[src/rtl/vga_line_prefetch_if.sv]
// vga_line_prefetch_if: pixel-side, control and SRAM read signals of the line prefetcher.
interface vga_line_prefetch_if;
    logic        line_start;
    logic [8:0]  next_line;
    logic [9:0]  pixel_x;
    logic        pixel_req;
    logic        pixel_data;
    logic        data_en;
    logic [31:0] word_address_dest;
    logic [3:0]  byte_select;
    logic [31:0] SRAM_data_in;
    logic        SRAM_busy;
    logic        underrun;
    logic [1:0]  fetch_state;
    modport master (
        output line_start, next_line, pixel_x, pixel_req, SRAM_data_in, SRAM_busy,
        input  pixel_data, data_en, word_address_dest, byte_select, underrun, fetch_state
    );
    modport slave (
        input  line_start, next_line, pixel_x, pixel_req, SRAM_data_in, SRAM_busy,
        output pixel_data, data_en, word_address_dest, byte_select, underrun, fetch_state
    );
endinterface

[src/rtl/vga_line_prefetch.sv]
// vga_line_prefetch: double-buffered 1bpp line fetcher; fills the back buffer from SRAM
// while the front buffer serves pixel reads, swapping on line_start.
module vga_line_prefetch #(
    parameter int          WORDS_PER_LINE = 20,
    parameter logic [31:0] FB_BASE        = 32'h0000_0000,
    parameter int          V_ACTIVE       = 480
) (
    input logic               clk,
    input logic               nrst,
    vga_line_prefetch_if.slave bus
);
    localparam int IW = WORDS_PER_LINE > 1 ? $clog2(WORDS_PER_LINE) : 1;
    localparam logic [IW-1:0] LAST = IW'(WORDS_PER_LINE - 1);
    typedef enum logic [1:0] {IDLE = 2'd0, FETCH = 2'd1, READY = 2'd2} state_e;
    state_e          state_q;
    logic            front_sel_q;
    logic            underrun_q;
    logic            pixel_q;
    logic [1:0]      blank_q;
    logic [8:0]      line_q;
    logic [IW-1:0]   word_idx_q;
    logic [31:0]     buf_q [2][WORDS_PER_LINE];
    logic            data_en;
    logic            accept;
    logic            new_back;
    logic [IW-1:0]   rd_idx;
    logic [31:0]     rd_word;
    logic            pixel_d;
    assign data_en  = state_q == FETCH;
    assign accept   = data_en && !bus.SRAM_busy;
    // buffer that will be filled after a line_start in the current state
    assign new_back = state_q == READY ? front_sel_q : ~front_sel_q;
    assign rd_idx   = IW'(bus.pixel_x >> 5);
    assign rd_word  = buf_q[front_sel_q][rd_idx];
    assign pixel_d  = !blank_q[front_sel_q] && 32'(bus.pixel_x) < 32'(32 * WORDS_PER_LINE)
                      && rd_word[bus.pixel_x[4:0]];
    always_ff @(posedge clk) begin
        if (!nrst) begin
            state_q     <= IDLE;
            front_sel_q <= 1'b0;
            word_idx_q  <= '0;
            blank_q     <= 2'b11;
            pixel_q     <= 1'b0;
            underrun_q  <= 1'b0;
            line_q      <= '0;
        end else begin
            if (bus.pixel_req)
                pixel_q <= pixel_d;
            if (bus.line_start) begin
                if (state_q == READY)
                    front_sel_q <= ~front_sel_q;
                if (state_q == FETCH) begin
                    underrun_q           <= 1'b1;
                    blank_q[front_sel_q] <= 1'b1;
                end
                blank_q[new_back] <= 1'b1;
                line_q            <= bus.next_line;
                word_idx_q        <= '0;
                state_q           <= 32'(bus.next_line) >= 32'(V_ACTIVE) ? READY : FETCH;
            end else if (accept) begin
                word_idx_q <= word_idx_q == LAST ? '0 : word_idx_q + 1'b1;
                if (word_idx_q == LAST) begin
                    state_q               <= READY;
                    blank_q[~front_sel_q] <= 1'b0;
                end
            end
        end
    end
    always_ff @(posedge clk) begin
        if (nrst && accept)
            buf_q[~front_sel_q][word_idx_q] <= bus.SRAM_data_in;
    end
    assign bus.data_en           = data_en;
    assign bus.word_address_dest = data_en ? FB_BASE + 32'(line_q) * 32'(WORDS_PER_LINE) + 32'(word_idx_q) : '0;
    assign bus.byte_select       = {4{data_en}};
    assign bus.pixel_data        = pixel_q;
    assign bus.underrun          = underrun_q;
    assign bus.fetch_state       = state_q;
endmodule

[src/flat_wrapper.sv]
// flat-port wrapper written by rule: the top's interface ports become plain ports
module vga_line_prefetch_flat 
#(
    parameter int          WORDS_PER_LINE = 20,
    parameter logic [31:0] FB_BASE        = 32'h0000_0000,
    parameter int          V_ACTIVE       = 480
)
  (clk, nrst, bus_line_start, bus_next_line, bus_pixel_x, bus_pixel_req, bus_SRAM_data_in, bus_SRAM_busy, bus_pixel_data, bus_data_en, bus_word_address_dest, bus_byte_select, bus_underrun, bus_fetch_state);
  vga_line_prefetch_if bus_i ();
  input logic clk;
  input logic nrst;
  input wire logic [$bits(bus_i.line_start)-1:0] bus_line_start;
  input wire logic [$bits(bus_i.next_line)-1:0] bus_next_line;
  input wire logic [$bits(bus_i.pixel_x)-1:0] bus_pixel_x;
  input wire logic [$bits(bus_i.pixel_req)-1:0] bus_pixel_req;
  input wire logic [$bits(bus_i.SRAM_data_in)-1:0] bus_SRAM_data_in;
  input wire logic [$bits(bus_i.SRAM_busy)-1:0] bus_SRAM_busy;
  output wire logic [$bits(bus_i.pixel_data)-1:0] bus_pixel_data;
  output wire logic [$bits(bus_i.data_en)-1:0] bus_data_en;
  output wire logic [$bits(bus_i.word_address_dest)-1:0] bus_word_address_dest;
  output wire logic [$bits(bus_i.byte_select)-1:0] bus_byte_select;
  output wire logic [$bits(bus_i.underrun)-1:0] bus_underrun;
  output wire logic [$bits(bus_i.fetch_state)-1:0] bus_fetch_state;
  assign bus_i.line_start = bus_line_start;
  assign bus_i.next_line = bus_next_line;
  assign bus_i.pixel_x = bus_pixel_x;
  assign bus_i.pixel_req = bus_pixel_req;
  assign bus_i.SRAM_data_in = bus_SRAM_data_in;
  assign bus_i.SRAM_busy = bus_SRAM_busy;
  assign bus_pixel_data = bus_i.pixel_data;
  assign bus_data_en = bus_i.data_en;
  assign bus_word_address_dest = bus_i.word_address_dest;
  assign bus_byte_select = bus_i.byte_select;
  assign bus_underrun = bus_i.underrun;
  assign bus_fetch_state = bus_i.fetch_state;
  vga_line_prefetch #(.WORDS_PER_LINE(WORDS_PER_LINE), .FB_BASE(FB_BASE), .V_ACTIVE(V_ACTIVE)) u_core (.clk(clk), .nrst(nrst), .bus(bus_i));
endmodule
[config.mk]
export PLATFORM = sky130hd
export DESIGN_NAME = vga_line_prefetch_flat
export DESIGN_NICKNAME = d
export VERILOG_FILES = /design/src/rtl/vga_line_prefetch_if.sv /design/src/rtl/vga_line_prefetch.sv /design/src/flat_wrapper.sv
export SDC_FILE = /design/constraint.sdc
export NUM_CORES = 1
export LEC_CHECK = 0
export BUFFER_PORTS_ARGS = -buffer_cell sky130_fd_sc_hd__buf_4
export CAP_MARGIN = 10
export CORE_ASPECT_RATIO = 0.75
export CORE_MARGIN = 2
export CORE_UTILIZATION = 30
export CTS_CLUSTER_SIZE = 40
export DETAILED_ROUTE_END_ITERATION = 10
export SETUP_SLACK_MARGIN = 0.5
export SYNTH_ARGS = -nofsm -noshare
export SYNTH_HDL_FRONTEND = slang
export SYNTH_SLANG_ARGS = --single-unit
export TNS_END_PERCENT = 100
[constraint.sdc]
create_clock -name clk -period 6.2 [get_ports clk]
set_input_delay 0.62 -clock clk [delete_from_list [all_inputs] [get_ports clk]]
set_output_delay 0.62 -clock clk [all_outputs]
set_load 0.1 [all_outputs]
-- After elaboration in Yosys (flattened, before gate mapping)
Memories as Yosys holds them, arrays and structs flattened. A register that Yosys moved wholly into a read port is not among the register bits.
Cells that the tools add are included.
- flip-flop bits (word level): 21
- bits in writable memories: 1280
- bits of input ports: 56
- output and inout port bits: 41
- memories: 1
- memory list (memory ; depth ; width ; rd ports ; clocked after Yosys merged registers in ; write ports ; RTL line ; RTL):
    u_core.buf_q ; 2 ; 640 ; 1 ; 1 ; 1 ; vga_line_prefetch.sv:22 ; logic [31:0] buf_q [2][WORDS_PER_LINE];
- add/sub/neg operators: 2
- multipliers: 1
- $lt $le $gt $ge: 12
- equality and inequality tests: 3
- muxes and demuxes: 32
- bitwise logic cells: 8
- reductions and logical operators: 16
- operator list (cell ; number):
    640-bit two-way mux ; 1
    32-bit binary-select mux with 5-bit select ; 1
    32-bit demux with 5-bit select ; 1
    32-bit two-way mux ; 4
    2-bit two-way mux ; 10
    14-bit by 5-bit adder with 15-bit output ; 1
    6-bit >= comparator, second input constant ; 2
    9-bit by 3-bit multiplier with 12-bit output, second input constant ; 1
    5-bit inverter with 6-bit output ; 2
    10-bit < comparator, second input constant ; 1
    1-bit two-way mux ; 10
    9-bit >= comparator, second input constant ; 1
    1-bit logical AND ; 8
    1-bit by 2-bit < comparator with 1-bit output, second input constant ; 3
    5-bit by 6-bit < comparator with 1-bit output, second input constant ; 1
    6-bit by 1-bit < comparator with 1-bit output, second input constant ; 1
    2-bit AND reduction ; 3
    5-bit by 1-bit adder with 5-bit output, second input constant ; 1
    1-bit binary-select mux with 5-bit select ; 1
    5-bit == test, second input constant ; 1
    5-bit two-way mux ; 1
    2-bit bitwise OR ; 2
    2-bit nonzero test ; 2
    1-bit demux with 1-bit select ; 3
    8 further kinds ; 12

-- Logic depth before layout (Yosys ltp)
- depth after elaboration: 10
- gate-level depth with buffers: 15
- depth with buffers taken out: 12

-- Worst setup path after synthesis
No wires, ideal clock.
- kind: reg-to-reg
- start point: register u_core.state_q[0], in the netlist u_core.bus.fetch_state[0]
- end point: memory u_core.buf_q[1][128] in the netlist's numbering (enable)
- arrival: 4799 ps
- data required time: 5699 ps
- path slack: 900 ps
- cell stages (with the launch flop): 6
- path through: dfxtp_1 > nand2b_1 > clkbuf_1 > nor2_1 > nand2_1 > nor4_1
- cells in the longest elaborated chain, start to end: 5
- ends and longest elaborated chain (item ; RTL line ; RTL):
    start, declared ; vga_line_prefetch.sv:15 ; state_e state_q;
    start signal, assigned ; vga_line_prefetch.sv:59 ; state_q <= 32'(bus.next_line) >= 32'(V_ACTIVE) ? READY : FETCH;
    2-bit by 1-bit == test with 1-bit output ; vga_line_prefetch.sv:29 ; assign data_en = state_q == FETCH;
    1-bit logical AND ; vga_line_prefetch.sv:30 ; assign accept = data_en && !bus.SRAM_busy;
    1-bit logical AND ; vga_line_prefetch.sv:70 ; if (nrst && accept)
    1-bit two-way mux ; vga_line_prefetch.sv:70 ;
    640-bit two-way mux (not written as such) ; vga_line_prefetch.sv:71 ; buf_q[~front_sel_q][word_idx_q] <= bus.SRAM_data_in;
    end, declared ; vga_line_prefetch.sv:22 ;
No other way between the ends.

-- Final worst setup path
- start point: register u_core.line_q[1]
- end point: output bus_word_address_dest[12]
- cells in the longest elaborated chain, start to end: 3
- ends and longest elaborated chain (item ; RTL line ; RTL):
    start, declared ; vga_line_prefetch.sv:20 ; logic [8:0] line_q;
    start signal, assigned ; vga_line_prefetch.sv:57 ; line_q <= bus.next_line;
    9-bit by 3-bit multiplier with 12-bit output ; vga_line_prefetch.sv:74 ; assign bus.word_address_dest = data_en ? FB_BASE + 32'(line_q) * 32'(WORDS_PER_LINE) + 32'(word_idx_q) : '0;
    14-bit by 5-bit adder with 15-bit output ; vga_line_prefetch.sv:74 ;
    32-bit two-way mux ; vga_line_prefetch.sv:74 ;
    end, declared ; flat_wrapper.sv:20 ; output wire logic [$bits(bus_i.word_address_dest)-1:0] bus_word_address_dest;
No other way between the ends.

==> results by group <==
Placement
  – Post-Place Worst Slack: ~2 ns
  – Port Buffers: slightly below 80
  – DPL Wire Length: slightly above 80 mm
  – Gpl congestion: 0.820

Floorplanning
  – Core ar.: 172000 sq um
  – Starting Density: between 30% and 40%
  – Core Rows: roughly 130
  – Die Footprint: 176000 sq um
  – IO Pins: 97
  – Die W: between 400 and 500 microns
  – Die H: 364 microns

Critical path
  – Crit path cell chain: ha_1, ha_1, fa_1, a21o_1, a21oi_1, o21bai_1, a21oi_1, xor2_1, nor3_1, nand2_1, xor2_1, nor2_1, buf_4
  – Worst Setup Start Kind: flip-flop
  – Critical Path Sink: bus_word_address_dest[12]
  – Crit path max fanout: 4
  – Slowest library cell on the worst path: dfxtp_1
  – Delay of the slowest critical-path stage: between 0.4 and 0.5 ns
  – WS Path Type: flip-flop to primary output
  – Worst r2r dst: u_core.buf_q[1][369]
  – FF-to-FF Start: u_core.bus.fetch_state[0]
  – Setup crit start: u_core.line_q[1]
  – WP data arrival: roughly 3.8 ns
  – Critical path depth: 13
  – R2R depth: 7
  – CP top delay family: adder cells
  – Worst endpoint required time: 5.58 ns
  – CP Capture Type: primary output
  – Reg2Reg Setup Slack: ~2.1 ns
  – WP buf/inv: 1

Job
  – # Max-Cap Violations: 0

Clock tree
  – Root Driver: clkbuf_16
  – CTS tree: built
  – Post-CTS Setup Bufs: 0
  – CTS max path bufs: 3
  – CTS buffer count: 112
  – Sinks on Clock Net: roughly 1300
  – Clock transition at path regs: approximately 0.060 ns
  – Clk_lat worst skew: 0.75 ns
  – H-tree Lvls: 3
  – Post_cts resized: 0
  – Cts-stage hold buffer count: 0

Pwr
  – Peak VDD IR: 0.250 mV
  – PwrDens: 302 nW/um^2
  – Static Leak: 0.0181 uW

Final layout
  – Final core utilization: 34.1%
  – Ratio of cells with drive above 1 in the final layout: 24.0%
  – Synthesis-to-finish area growth: 13.3%
  – NumNets Final: 2647
  – Most frequent cells in the layout: 1280 x edfxtp_1, 253 x mux4_2, 151 x buf_4
  – Commonest non-fill, non-tap cell in the layout: edfxtp_1

Route
  – DR vias: 25900
  – Drt wl/cell: 29.4 microns
  – Pre-Repair DR Iteration Count: 6
  – Routed WL: 145 mm
  – DR DRC count: 0
  – DRT iter0 DRCs: 3674
  – Routed Antenna Nets: 0
  – Drt via density: 5.25

Timing
  – Final WS setup: 1.74 ns
  – Slew HR: between 10% and 20%
  – Period utilization: 71.9%
  – FMAX: 224 MHz
  – Slew of the pin with the lowest slew margin: 1.28 ns
  – Final Max Slew Viols: 0
  – Final Setup Violations: 0
  – Fin Setup TNS: 0 ns
  – Hold Violations, Final: 0
  – RSZ-0062 raised after global routing: false
  – Clock Skew: roughly 0.036 ns
  – Post-layout min period: 4.46 ns

Yosys
  – Syn Area/Cell: 21.3 sq um
  – Synth cell types: 71
  – Primary FF master, synth: edfxtp_1
  – Post-synth ARST share: 0%
  – Cell area after synthesis: 51800 sq um
  – Post-synthesis cell count: around 2400
  – Yosys warning count: 0
  – Post-synthesis register bit count: ~1300
  – Seq/Total Area, Yosys: 75.1%
  – Post-synth EDFFs: 1280

Hold path
  – Hold Crit Depth: 3
  – Worst hold path type: input pin to flip-flop

Global route
  – Initial antenna violation count: 9
  – Grt ovf: 0
  – Vias in the first global route: 25400
  – First-pass GRT wire length: between 200 and 250 mm
  – Pin count of the biggest net entering global routing: 76
  – All-Layer GR Usage: 16.2%

Run status
  – Status: finished, final reports clean
==> layer usage <==
layer	vias up	global-route usage [%]	routed length (microns)
met5	-	0.188	103
met4	10	3.51	2730
met3	192	5.89	17600
met2	1479	23.3	61900
met1	13800	23.3	63000
li1	10400	-	-
==> worst min-delay path by stage <==
stage / startpoint / end / slack [ns]
floorplan: u_core.blank_q[0] / u_core.blank_q[0] / 0.47
global placement: u_core.bus.underrun / u_core.bus.underrun / 0.48
detailed placement: u_core.bus.underrun / u_core.bus.underrun / 0.49
CTS: bus_next_line[2] / u_core.line_q[2] / 0.11
global route: bus_next_line[2] / u_core.line_q[2] / 0.13
finish: bus_next_line[2] / u_core.line_q[2] / 0.16
==> synthesized netlist by cell type (12+ instances only) <==
cell type	count	area share (%)
a22oi_1	17	0.25
dfxtp_1	22	0.85
nor2b_1	31	0.37
o21ai_0	47	0.45
buf_4	47	0.68
a221oi_1	17	0.29
nor2_1	75	0.54
a21oi_1	32	0.31
ha_1	21	0.51
o22ai_1	20	0.24
nand2b_1	12	0.14
nand3_1	18	0.17
mux4_2	253	11
buf_2	26	0.25
edfxtp_1	1280	74
a211oi_1	17	0.25
buf_6	31	0.67
mux4_1	50	2.5
clkbuf_1	17	0.12
a31oi_1	16	0.19
nand2_1	78	0.57
mux2_2	15	0.33
mux2i_1	106	2.0
==> worst register-to-register path, stage by stage, from the launching register on <==
cell	delay, ns
dfxtp_1	0.43
nand2b_1	0.42
nor2_1	0.57
nand2_1	0.17
nor2_1	0.19
nand2_1	0.33
nor2_4	0.97
buf_4	0.62
==> kinds of logic after synthesis <==
family	share of synthesized area, %
AO/OA/AOI/OAI	2.97
XOR/XNOR	0.254
adder cells (fa/ha/maj)	0.585
buffers and inverters	2.68
flip-flops	75.1
multiplexers	15.9
other	0.00724
AND/OR/NAND/NOR	2.49
==> registers in the layout, summed over array words and instances, names as in the netlist, named ones only <==
register                count
u_core.front_sel_q          1
u_core.buf_q             1280
u_core.line_q               9
u_core.bus.fetch_state      2
u_core.word_idx_q           5
u_core.bus.pixel_data       1
u_core.bus.underrun         1
u_core.blank_q              2
==> area by class of cell <==
| type | instances | area [sq um] |
|---|---|---|
| fill | 16100 | 113000 |
| sequential | 1302 | 38900 |
| multi-input combinational | 977 | 11900 |
| clock buffer | 135 | 2890 |
| tap | 2278 | 2850 |
| timing repair buffer | 164 | 1390 |
| clock inverter | 68 | 733 |
| inverter | 11 | 43.8 |
| antenna | 2 | 5.00 |
==> where the power goes <==
group	total [uW]	leakage, uW	switching, uW	internal, uW
registers	9680	0.0117	15.1	9660
clock network	7140	0.00177	3230	3910
logic	898	0.00466	604	294
total	17700	0.0181	3850	13900
==> metrics by stage <==
| step | hold slack (ns) | instance area (sq um) | power [uW] | std cells |
|---|---|---|---|---|
| 2_1_floorplan | 0.466 | 51800 | 10400 | 2444 |
| 3_3_place_gp | 0.481 | 55000 | 10800 | 4730 |
| 3_5_place_dp | 0.490 | 55000 | 10800 | 4730 |
| 4_1_cts | 0.107 | 58600 | 17800 | 4933 |
| 5_1_grt | 0.134 | 58600 | 18200 | 4937 |
| 6_report | 0.157 | 58600 | 17700 | 4937 |
No activity file was read; power rests on OpenSTA's default activity.
